File: src/rtl/haar_stage_sequencer.sv
// Second-phase Haar cascade sequencer: strobes each stage database, accumulates weak-learner values, thresholds, verdicts.
// Optional ACC watchdog is built only when HAAR_SEQ_TIMEOUT_EN is defined.
module haar_stage_sequencer #(
    parameter int unsigned NUM_STAGES     = 8,
    parameter int unsigned ADDR_WIDTH     = 12,
    parameter int unsigned DATA_WIDTH_16  = 16,
    parameter int unsigned ACC_WIDTH      = 20,
    parameter int unsigned TIMEOUT_CYCLES = 1023
) (
    input  logic                     clk_fpga,
    input  logic                     reset_fpga,
    input  logic                     i_start,
    input  logic                     i_abort,
    input  logic                     i_feature_valid,
    input  logic [DATA_WIDTH_16-1:0] i_feature_value,
    input  logic [NUM_STAGES-1:0]    i_end_count_classifier_index,
    input  logic [DATA_WIDTH_16-1:0] i_stage_threshold,
    output logic [NUM_STAGES-1:0]    o_rden,
    output logic [ADDR_WIDTH-1:0]    o_stage_index,
    output logic [ADDR_WIDTH-1:0]    o_classifier_count,
    output logic                     o_busy,
    output logic                     o_done,
    output logic                     o_face,
    output logic [ADDR_WIDTH-1:0]    o_reject_stage,
    output logic                     o_timeout
);

    localparam int unsigned SEL_W = (NUM_STAGES > 1) ? $clog2(NUM_STAGES) : 1;
    localparam logic signed [ACC_WIDTH-1:0] ACC_MAX = {1'b0, {(ACC_WIDTH-1){1'b1}}};
    localparam logic signed [ACC_WIDTH-1:0] ACC_MIN = {1'b1, {(ACC_WIDTH-1){1'b0}}};

    if (ACC_WIDTH <= DATA_WIDTH_16 || TIMEOUT_CYCLES == 0) begin : g_param_check
        $error("haar_stage_sequencer: ACC_WIDTH must exceed DATA_WIDTH_16 and TIMEOUT_CYCLES must be nonzero");
    end

    typedef enum logic [2:0] {IDLE, REQ, ACC, EVAL, DONE} state_t;

    state_t                      state;
    logic signed [ACC_WIDTH-1:0] acc;

    logic [SEL_W-1:0]            stage_sel_c;
    logic                        end_flag_c;
    logic signed [ACC_WIDTH:0]   sum_c;
    logic signed [ACC_WIDTH-1:0] acc_next_c;
    logic signed [ACC_WIDTH-1:0] thr_ext_c;
    logic                        pass_c;
    logic                        last_stage_c;
    logic [NUM_STAGES-1:0]       next_rden_c;
    logic                        wdog_hit_c;

    // Saturating accumulate, threshold compare and next-stage strobe decode
    always_comb begin
        stage_sel_c  = o_stage_index[SEL_W-1:0];
        end_flag_c   = i_end_count_classifier_index[stage_sel_c];
        sum_c        = {acc[ACC_WIDTH-1], acc}
                     + {{(ACC_WIDTH+1-DATA_WIDTH_16){i_feature_value[DATA_WIDTH_16-1]}}, i_feature_value};
        acc_next_c   = sum_c[ACC_WIDTH-1:0];
        if (sum_c[ACC_WIDTH] != sum_c[ACC_WIDTH-1]) begin
            acc_next_c = sum_c[ACC_WIDTH] ? ACC_MIN : ACC_MAX;
        end
        thr_ext_c    = {{(ACC_WIDTH-DATA_WIDTH_16){i_stage_threshold[DATA_WIDTH_16-1]}}, i_stage_threshold};
        pass_c       = (acc >= thr_ext_c);
        last_stage_c = (o_stage_index == ADDR_WIDTH'(NUM_STAGES - 1));
        next_rden_c  = NUM_STAGES'(1) << (stage_sel_c + SEL_W'(1));
    end

    // Window sequencing; abort outranks every other transition
    always_ff @(posedge clk_fpga or posedge reset_fpga) begin
        if (reset_fpga) begin
            state              <= IDLE;
            acc                <= '0;
            o_rden             <= '0;
            o_stage_index      <= '0;
            o_classifier_count <= '0;
            o_busy             <= 1'b0;
            o_done             <= 1'b0;
            o_face             <= 1'b0;
            o_reject_stage     <= '0;
        end else begin
            o_rden <= '0;
            o_done <= 1'b0;
            if (state != IDLE && i_abort) begin
                state  <= IDLE;
                o_busy <= 1'b0;
            end else begin
                case (state)
                    IDLE: begin
                        if (i_start) begin
                            acc                <= '0;
                            o_classifier_count <= '0;
                            o_stage_index      <= '0;
                            o_rden             <= NUM_STAGES'(1);
                            o_busy             <= 1'b1;
                            state              <= REQ;
                        end
                    end
                    REQ: state <= ACC;
                    ACC: begin
                        if (i_feature_valid) begin
                            acc <= acc_next_c;
                            if (o_classifier_count != '1) begin
                                o_classifier_count <= o_classifier_count + ADDR_WIDTH'(1);
                            end
                            if (end_flag_c) begin
                                state <= EVAL;
                            end
                        end else if (wdog_hit_c) begin
                            state  <= IDLE;
                            o_busy <= 1'b0;
                        end
                    end
                    EVAL: begin
                        if (!pass_c) begin
                            o_face         <= 1'b0;
                            o_reject_stage <= o_stage_index;
                            o_done         <= 1'b1;
                            state          <= DONE;
                        end else if (last_stage_c) begin
                            o_face         <= 1'b1;
                            o_reject_stage <= ADDR_WIDTH'(NUM_STAGES);
                            o_done         <= 1'b1;
                            state          <= DONE;
                        end else begin
                            o_stage_index      <= o_stage_index + ADDR_WIDTH'(1);
                            acc                <= '0;
                            o_classifier_count <= '0;
                            o_rden             <= next_rden_c;
                            state              <= REQ;
                        end
                    end
                    DONE: begin
                        state  <= IDLE;
                        o_busy <= 1'b0;
                    end
                    default: begin
                        state  <= IDLE;
                        o_busy <= 1'b0;
                    end
                endcase
            end
        end
    end

`ifdef HAAR_SEQ_TIMEOUT_EN
    localparam int unsigned WD_W = $clog2(TIMEOUT_CYCLES + 1);

    logic [WD_W-1:0] wdog;

    assign wdog_hit_c = (wdog == WD_W'(TIMEOUT_CYCLES - 1));

    // Idle-cycle counter in ACC; any valid or leaving ACC restarts it
    always_ff @(posedge clk_fpga or posedge reset_fpga) begin
        if (reset_fpga) begin
            wdog      <= '0;
            o_timeout <= 1'b0;
        end else begin
            wdog      <= (state == ACC && !i_feature_valid) ? wdog + WD_W'(1) : '0;
            o_timeout <= (state == ACC) && !i_abort && !i_feature_valid && wdog_hit_c;
        end
    end
`else
    assign wdog_hit_c = 1'b0;
    assign o_timeout  = 1'b0;
`endif

endmodule

File: config.mk
export PLATFORM = sky130hd
export DESIGN_NAME = haar_stage_sequencer
export DESIGN_NICKNAME = d
export VERILOG_FILES = /design/src/rtl/haar_stage_sequencer.sv
export SDC_FILE = /design/constraint.sdc
export NUM_CORES = 1
export LEC_CHECK = 0
export BUFFER_PORTS_ARGS = -buffer_cell sky130_fd_sc_hd__buf_4
export CORE_ASPECT_RATIO = 0.8
export CORE_MARGIN = 10
export CORE_UTILIZATION = 55
export DETAILED_ROUTE_END_ITERATION = 7
export GPL_TIMING_DRIVEN = 0
export PLACE_DENSITY_LB_ADDON = 0.3
export SKIP_LAST_GASP = 1
export SLEW_MARGIN = 20
export SYNTH_ARGS = -nofsm -noshare
export SYNTH_HDL_FRONTEND = slang
export SYNTH_SLANG_ARGS = --single-unit
File: constraint.sdc
create_clock -name clk_fpga -period 4.8 [get_ports clk_fpga]
set_input_delay 0.72 -clock clk_fpga [delete_from_list [all_inputs] [get_ports clk_fpga]]
set_output_delay 0.72 -clock clk_fpga [all_outputs]
set_load 0.05 [all_outputs]
==> results.sh, run 1 <==
export IMPL_worst_r2r_path_depth=11
export IMPL_fin_nets=690
export IMPL_timing_rr_end="acc[10]$_DFFE_PP0P_"
export IMPL_clockBufferDepth=2
export IMPL_layout_drive_gt1_share=0.209
export IMPL_critPathCaptureType="register"
export IMPL_cts_root_buffer="clkbuf_8"
export IMPL_power_density_nw_per_um2=494
export IMPL_r2r_start="acc[0]$_DFFE_PP0P_"
export IMPL_dieArea_um2=12600
export IMPL_critPathKind="in -> reg"
export IMPL_syn_num_nets=587
export IMPL_vias=4276
export IMPL_postCtsResizedCells=0
export IMPL_detail_route_first_pass_iterations=5
export IMPL_clock_fmax_mhz=271
export IMPL_io_buffers=91
export IMPL_via_per_inst=6.01
export IMPL_h_tree_depth=3
export IMPL_start_kind="input port"
export IMPL_required_ps=5040
export IMPL_synth_seq_cells=70
export IMPL_r2r_slack_ps=1180
export IMPL_clkTransAtPathRegs_ps=80
export IMPL_synthCells=495
export IMPL_antenna_left=0
export IMPL_drv_slew=0
export IMPL_async_flop_share=1.00
export IMPL_crit_arrival_ps=3920
export IMPL_synthFlopType="dfrtp_1"
export IMPL_start_util=0.575
export IMPL_hpwlAfterDp_um=9550
export IMPL_ir_drop_uv=238
export IMPL_totalWireLength_um=12600
export IMPL_slew_limit_headroom=0.480
export IMPL_drt_initial_drc_count=343
export IMPL_place_congestion=0.896
export IMPL_synth_top_area_cell="dfrtp_1"
export IMPL_die_h_um=102
export IMPL_cap_violations=0
export IMPL_die_w_um=123
export IMPL_postCtsHoldBufs=0
export IMPL_synth_edf_count=0
export IMPL_fin_skew_ps=9.94
export IMPL_wire_per_inst_um=17.8
export IMPL_clk_insertion_delay_late_ps=360
export IMPL_drc=0
export IMPL_syn_area_um2=4650
export IMPL_period_share=0.768
export IMPL_grt_pass1_wl_um=20400
export IMPL_ys_top_cells_by_area="dfrtp_1, ha_1, a21oi_1"
export IMPL_worst_pin_slew_ps=777
export IMPL_antenna_found_initial=0
export IMPL_startpoint="i_feature_value[0]"
export IMPL_synth_cell_types=57
export IMPL_areaGrowthSynthToFinish_pct=23.1
export IMPL_rsz0062_at_grt="false"
export IMPL_io_pins=93
export IMPL_grt_max_degree=40
export IMPL_synth_top_area_share=0.377
export IMPL_synth_common_cells="dfrtp_1, ha_1, a21oi_1"
export IMPL_critPathMaxFanout=10
export IMPL_n_antenna_cell=0
export IMPL_setup_viol=0
export IMPL_ys_warn_count=0
export IMPL_hold_viol=0
export IMPL_utilization=0.707
export IMPL_rows=29
export IMPL_grt_ovfl_total=0
export IMPL_synth_most_common_cell="dfrtp_1"
export IMPL_finalSetupTns_ps=0
export IMPL_cts_tree="yes"
export IMPL_min_period_ps=3690
export IMPL_cts_setup_buffers=0
export IMPL_synth_avg_cell_area_um2=9.40
export IMPL_status="complete, no violations"
export IMPL_p_leak_nw=2.92
export IMPL_hold_class="in -> async"
export IMPL_cts_inserted_buffers=9
export IMPL_nFillCells=645
export IMPL_cts_sinks=70
export IMPL_seq_area_frac_synth=0.377
export IMPL_grt_pass1_vias=4254
export IMPL_core_um2=8090
export IMPL_grtUsageTotal=0.198
flip-flops by register name, indices dropped and copies added (netlist names):
name	flops
acc	20
o_classifier_count	12
o_reject_stage	12
o_stage_index	12
o_rden	8
state	3
o_busy	1
o_done	1
o_face	1
worst max-delay path: stages:
cell      delay [ps]
buf_4            120
ha_1             230
fa_1             430
a21oi_2          220
o221ai_1         160
o21a_1           200
a311oi_2         390
a21oi_1          170
o31ai_2          360
a21oi_1          320
buf_2            290
a221o_1          310
kinds of logic after synthesis:
family,count (synthesis),synth area share
AOI/OAI and AO/OA,152,0.233
and+or+nand+nor,141,0.159
DFF,70,0.377
buffers and inverters,60,0.0506
adders and majority gates,47,0.128
xor gates and xnor gates,20,0.0377
muxes,4,0.0143
other,1,0.000806
where the power goes:
group | leakage (nW) | internal [mW] | total, mW | switching, mW
logic | 1.84 | 0.586 | 1.45 | 0.864
registers | 0.961 | 0.705 | 0.822 | 0.117
clock network | 0.116 | 0.321 | 0.557 | 0.236
final cells by class:
class	instances	area, µm²	area share
buffer	17	73.8	0.0129
clock buffer	11	151	0.0264
clock inverter	5	81.3	0.0142
inverter	43	164	0.0286
multi-input combinational	365	2660	0.465
sequential	70	1750	0.306
tap	108	135	0.0236
timing repair buffer	92	703	0.123
cells in the final DEF (no fill, tap or decap), drive strengths merged, types with 7 or more instances in the layout:
cell,count
nand2,39
o211ai,7
o21ai,21
nand3,11
o31ai,9
xnor2,13
a22o,12
xor2,7
buf,98
a21oi,47
a21o,8
dfrtp,70
and3,8
nor2,24
a221o,20
clkbuf,22
or4,12
ha,46
or3,8
and2,8
inv,43
routing by layer:
layer | vias up | part of all wire | track usage | wire [µm]
li1 | 2031 | - | - | -
met1 | 2081 | 0.44 | 0.256 | 5500
met2 | 150 | 0.48 | 0.319 | 6070
met3 | 14 | 0.073 | 0.0601 | 928
met4 | 0 | 0.012 | 0.0488 | 146
met5 | - | 0 | 0 | 0
through the flow:
stage	power (mW)	setup WS, ps	area (µm²)	hold slack, ps	instances
after floorplan	1.88	1450	4650	485	495
after global placement	2.18	976	5470	493	694
after detailed placement	2.24	857	5490	493	695
after CTS	2.82	1190	5720	372	711
after global routing	3.02	1020	5720	378	711
final	2.83	1110	5720	357	711
how the worst max path moves through the flow:
stage	endpoint	slack, ps	cells after the start
2_1_floorplan	acc[2]$_DFFE_PP0P_	1450	12
3_3_place_gp	acc[10]$_DFFE_PP0P_	980	12
3_5_place_dp	acc[3]$_DFFE_PP0P_	860	12
4_1_cts	acc[10]$_DFFE_PP0P_	1190	12
5_1_grt	acc[8]$_DFFE_PP0P_	1020	12
6_report	acc[10]$_DFFE_PP0P_	1110	12
Power figures use the tool's default switching activity.
==> run 2: changes to the inputs <==
Settings changed: ABC_AREA set to 1, CORE_UTILIZATION 55 to 52.
Clock period 4.8 ns to 3.3 ns, I/O delays scaled along.
==> run 2 against run 1 <==
Clock-buffer cell count rose by 2. Final area rose by 17%. Die area is 20% higher. Highest routed layer unchanged. Critical endpoint is now acc[4]$_DFFE_PP0P_. Flip-flop and latch count unchanged. Setup slack worse by 360 ps. Largest cell class unchanged. First-iteration DRC count up 28%. Sequential share of layout area down 4.6 points. Register-to-register slack worse by 430 ps. Sequential power increased by 47%. Core utilization decreased by 5.3 points.
==> results.sh, run 2 <==
export IMPL_finalSetupTns_ps=0
export IMPL_setup_viol=0
export IMPL_grt_ovfl_total=0
export IMPL_clkTransAtPathRegs_ps=60
export IMPL_io_buffers=91
export IMPL_clockBufferDepth=2
export IMPL_synthCells=773
export IMPL_cts_sinks=70
export IMPL_pre_cts_slack_ps=544
export IMPL_rows=33
export IMPL_grt_pass1_vias=5173
export IMPL_die_w_um=135
export IMPL_cts_root_buffer="clkbuf_16"
export IMPL_layout_setup_ws_ps=750
export IMPL_seq_area_frac_synth=0.318
export IMPL_total_power_mw=5.45
export IMPL_core_um2=10300
export IMPL_design_area_um2=6730
export IMPL_h_tree_depth=3
export IMPL_period_share=0.773
export IMPL_finalNonFillerCells=1021
export IMPL_dp_cells=1005
export IMPL_fin_skew_ps=7.98
export IMPL_syn_num_nets=865
export IMPL_cts_tree="yes"
export IMPL_critPathKind="reg -> reg"
export IMPL_syn_area_um2=5500
export IMPL_grt_pass1_wl_um=25100
export IMPL_totalWireLength_um=15000
export IMPL_rsz0062_at_grt="false"
export IMPL_place_congestion=0.950
export IMPL_ys_warn_count=0
export IMPL_fin_nets=968
export IMPL_synth_top_area_share=0.318
export IMPL_grtUsageTotal=0.199
export IMPL_ir_drop_uv=411
export IMPL_slew_limit_headroom=0.654
export IMPL_critPathMaxFanout=10
export IMPL_nFillCells=878
export IMPL_hold_class="in -> async"
export IMPL_hold_viol=0
export IMPL_synth_avg_cell_area_um2=7.12
export IMPL_place_area_um2=6390
export IMPL_utilization=0.654
export IMPL_detail_route_first_pass_iterations=5
export IMPL_synth_top_area_cell="dfrtp_1"
export IMPL_vias=5415
export IMPL_synthFlopType="dfrtp_1"
export IMPL_drv_slew=0
export IMPL_drt_initial_drc_count=439
export IMPL_start_util=0.535
export IMPL_synth_cell_types=41
export IMPL_cts_setup_buffers=0
export IMPL_synth_seq_cells=70
export IMPL_hpwlAfterDp_um=11800
export IMPL_io_pins=93
export IMPL_final_cell_mix="nand2_1, buf_4, inv_1"
export IMPL_grt_max_degree=49
export IMPL_clock_fmax_mhz=392
export IMPL_async_flop_share=1.00
export IMPL_cap_violations=0
export IMPL_start_kind="register"
export IMPL_drc=0
export IMPL_ys_top_cells_by_area="dfrtp_1, nand2_1, ha_1"
export IMPL_required_ps=3520
export IMPL_synth_common_cells="nand2_1, inv_1, nor2_1"
export IMPL_power_density_nw_per_um2=810
export IMPL_layout_drive_gt1_share=0.182
export IMPL_timing_hold_ws_ps=129
export IMPL_wire_per_inst_um=14.7
export IMPL_largest_register_ffs=20
export IMPL_antenna_left=0
export IMPL_synth_edf_count=0
export IMPL_regMostFlops="acc"
export IMPL_synth_most_common_cell="nand2_1"
export IMPL_mostFrequentLayoutCell="nand2_1"
export IMPL_cts_inserted_buffers=9
export IMPL_p_leak_nw=3.64
export IMPL_areaGrowthSynthToFinish_pct=22.2
export IMPL_clk_insertion_delay_late_ps=340
export IMPL_crit_arrival_ps=2770
export IMPL_critPathCaptureType="register"
export IMPL_dieArea_um2=15100
export IMPL_status="complete, no violations"
export IMPL_via_per_inst=5.30
export IMPL_postCtsHoldBufs=0
export IMPL_die_h_um=112
export IMPL_n_antenna_cell=0
export IMPL_postCtsResizedCells=0
export IMPL_min_period_ps=2550
export IMPL_worst_pin_slew_ps=516
export IMPL_antenna_found_initial=0
-- run 2: changes by cell type after synthesis, moves of 13 or more --
cell and delta:
nand2_1 +183, nor2_1 +62, inv_1 +48, nand3_1 +27, a221o_1 -20, o21ai_0 +20, a21oi_1 -17, xor2_1 +16
nand4_1 +14, nor3_1 +13
-- run 2: critical path, cell delays in order, from the launching register on --
cell and delay [ps]:
dfrtp_1 390, ha_1 260, fa_1 400, nand2_1 70, inv_1 50, nand2_1 50, nand2_1 150, nand3_1 120
nand3_1 120, nand2_1 110, nand2_1 50, nand2_1 50, nand2_1 40, nand2_1 100, nand2_4 110, buf_6 170
nor2_1 100, o21ai_1 80
-- run 2: power by group --
part | switching (mW) | internal, mW | total, mW
registers | 0.170 | 1.04 | 1.21
logic | 2.07 | 1.07 | 3.13
clock network | 0.378 | 0.723 | 1.10
total | 2.61 | 2.83 | 5.45
-- run 2: cell families after synthesis --
kind of cell    count (synthesis)  share of synthesized area
flops                          70                      0.318
xor+xnor                       30                     0.0478
buf+inv                       110                     0.0866
simple gates                  416                      0.335
fa+ha+maj                      47                      0.108
compound gates                 99                      0.103
other cells                     1                   0.000682
-- run 2: path summary, 6_finish.rpt --
check | from | to | slack [ps] | depth (start not counted)
hold reg to reg | state[0]$_DFFE_PP0P_ | state[0]$_DFFE_PP0P_ | 510 | 1
min in group clk_fpga | i_start | o_busy$_DFFE_PP0P_ | 450 | 3
hold / removal | reset_fpga | acc[18]$_DFFE_PP0P_ | 130 | 2
setup reg to reg | acc[0]$_DFFE_PP0P_ | acc[4]$_DFFE_PP0P_ | 750 | 17
max in group asynchronous | reset_fpga | o_rden[0]$_DFF_PP0_ | 2620 | 3
setup / recovery | acc[0]$_DFFE_PP0P_ | acc[4]$_DFFE_PP0P_ | 750 | 17
-- run 2: layer usage --
metal / GRT usage / up-vias / routed length, µm
li1: - / 2699 / -
met1: 0.273 / 2498 / 6930
met2: 0.300 / 194 / 6510
met3: 0.0575 / 24 / 1380
met4: 0.0487 / 0 / 202
met5: 0 / - / 0
-- run 2: final cells by class --
cell class                      instances  area (µm²)  share of cell area
Sequential cell                        70        1750               0.260
Inverter                               91         344              0.0512
Timing Repair Buffer                   92         711               0.106
Tap cell                              140         175              0.0260
Buffer                                 19         135              0.0201
Multi-Input combinational cell        593        3270               0.487
Clock buffer                           13         270              0.0402
Clock inverter                          3        65.1             0.00967
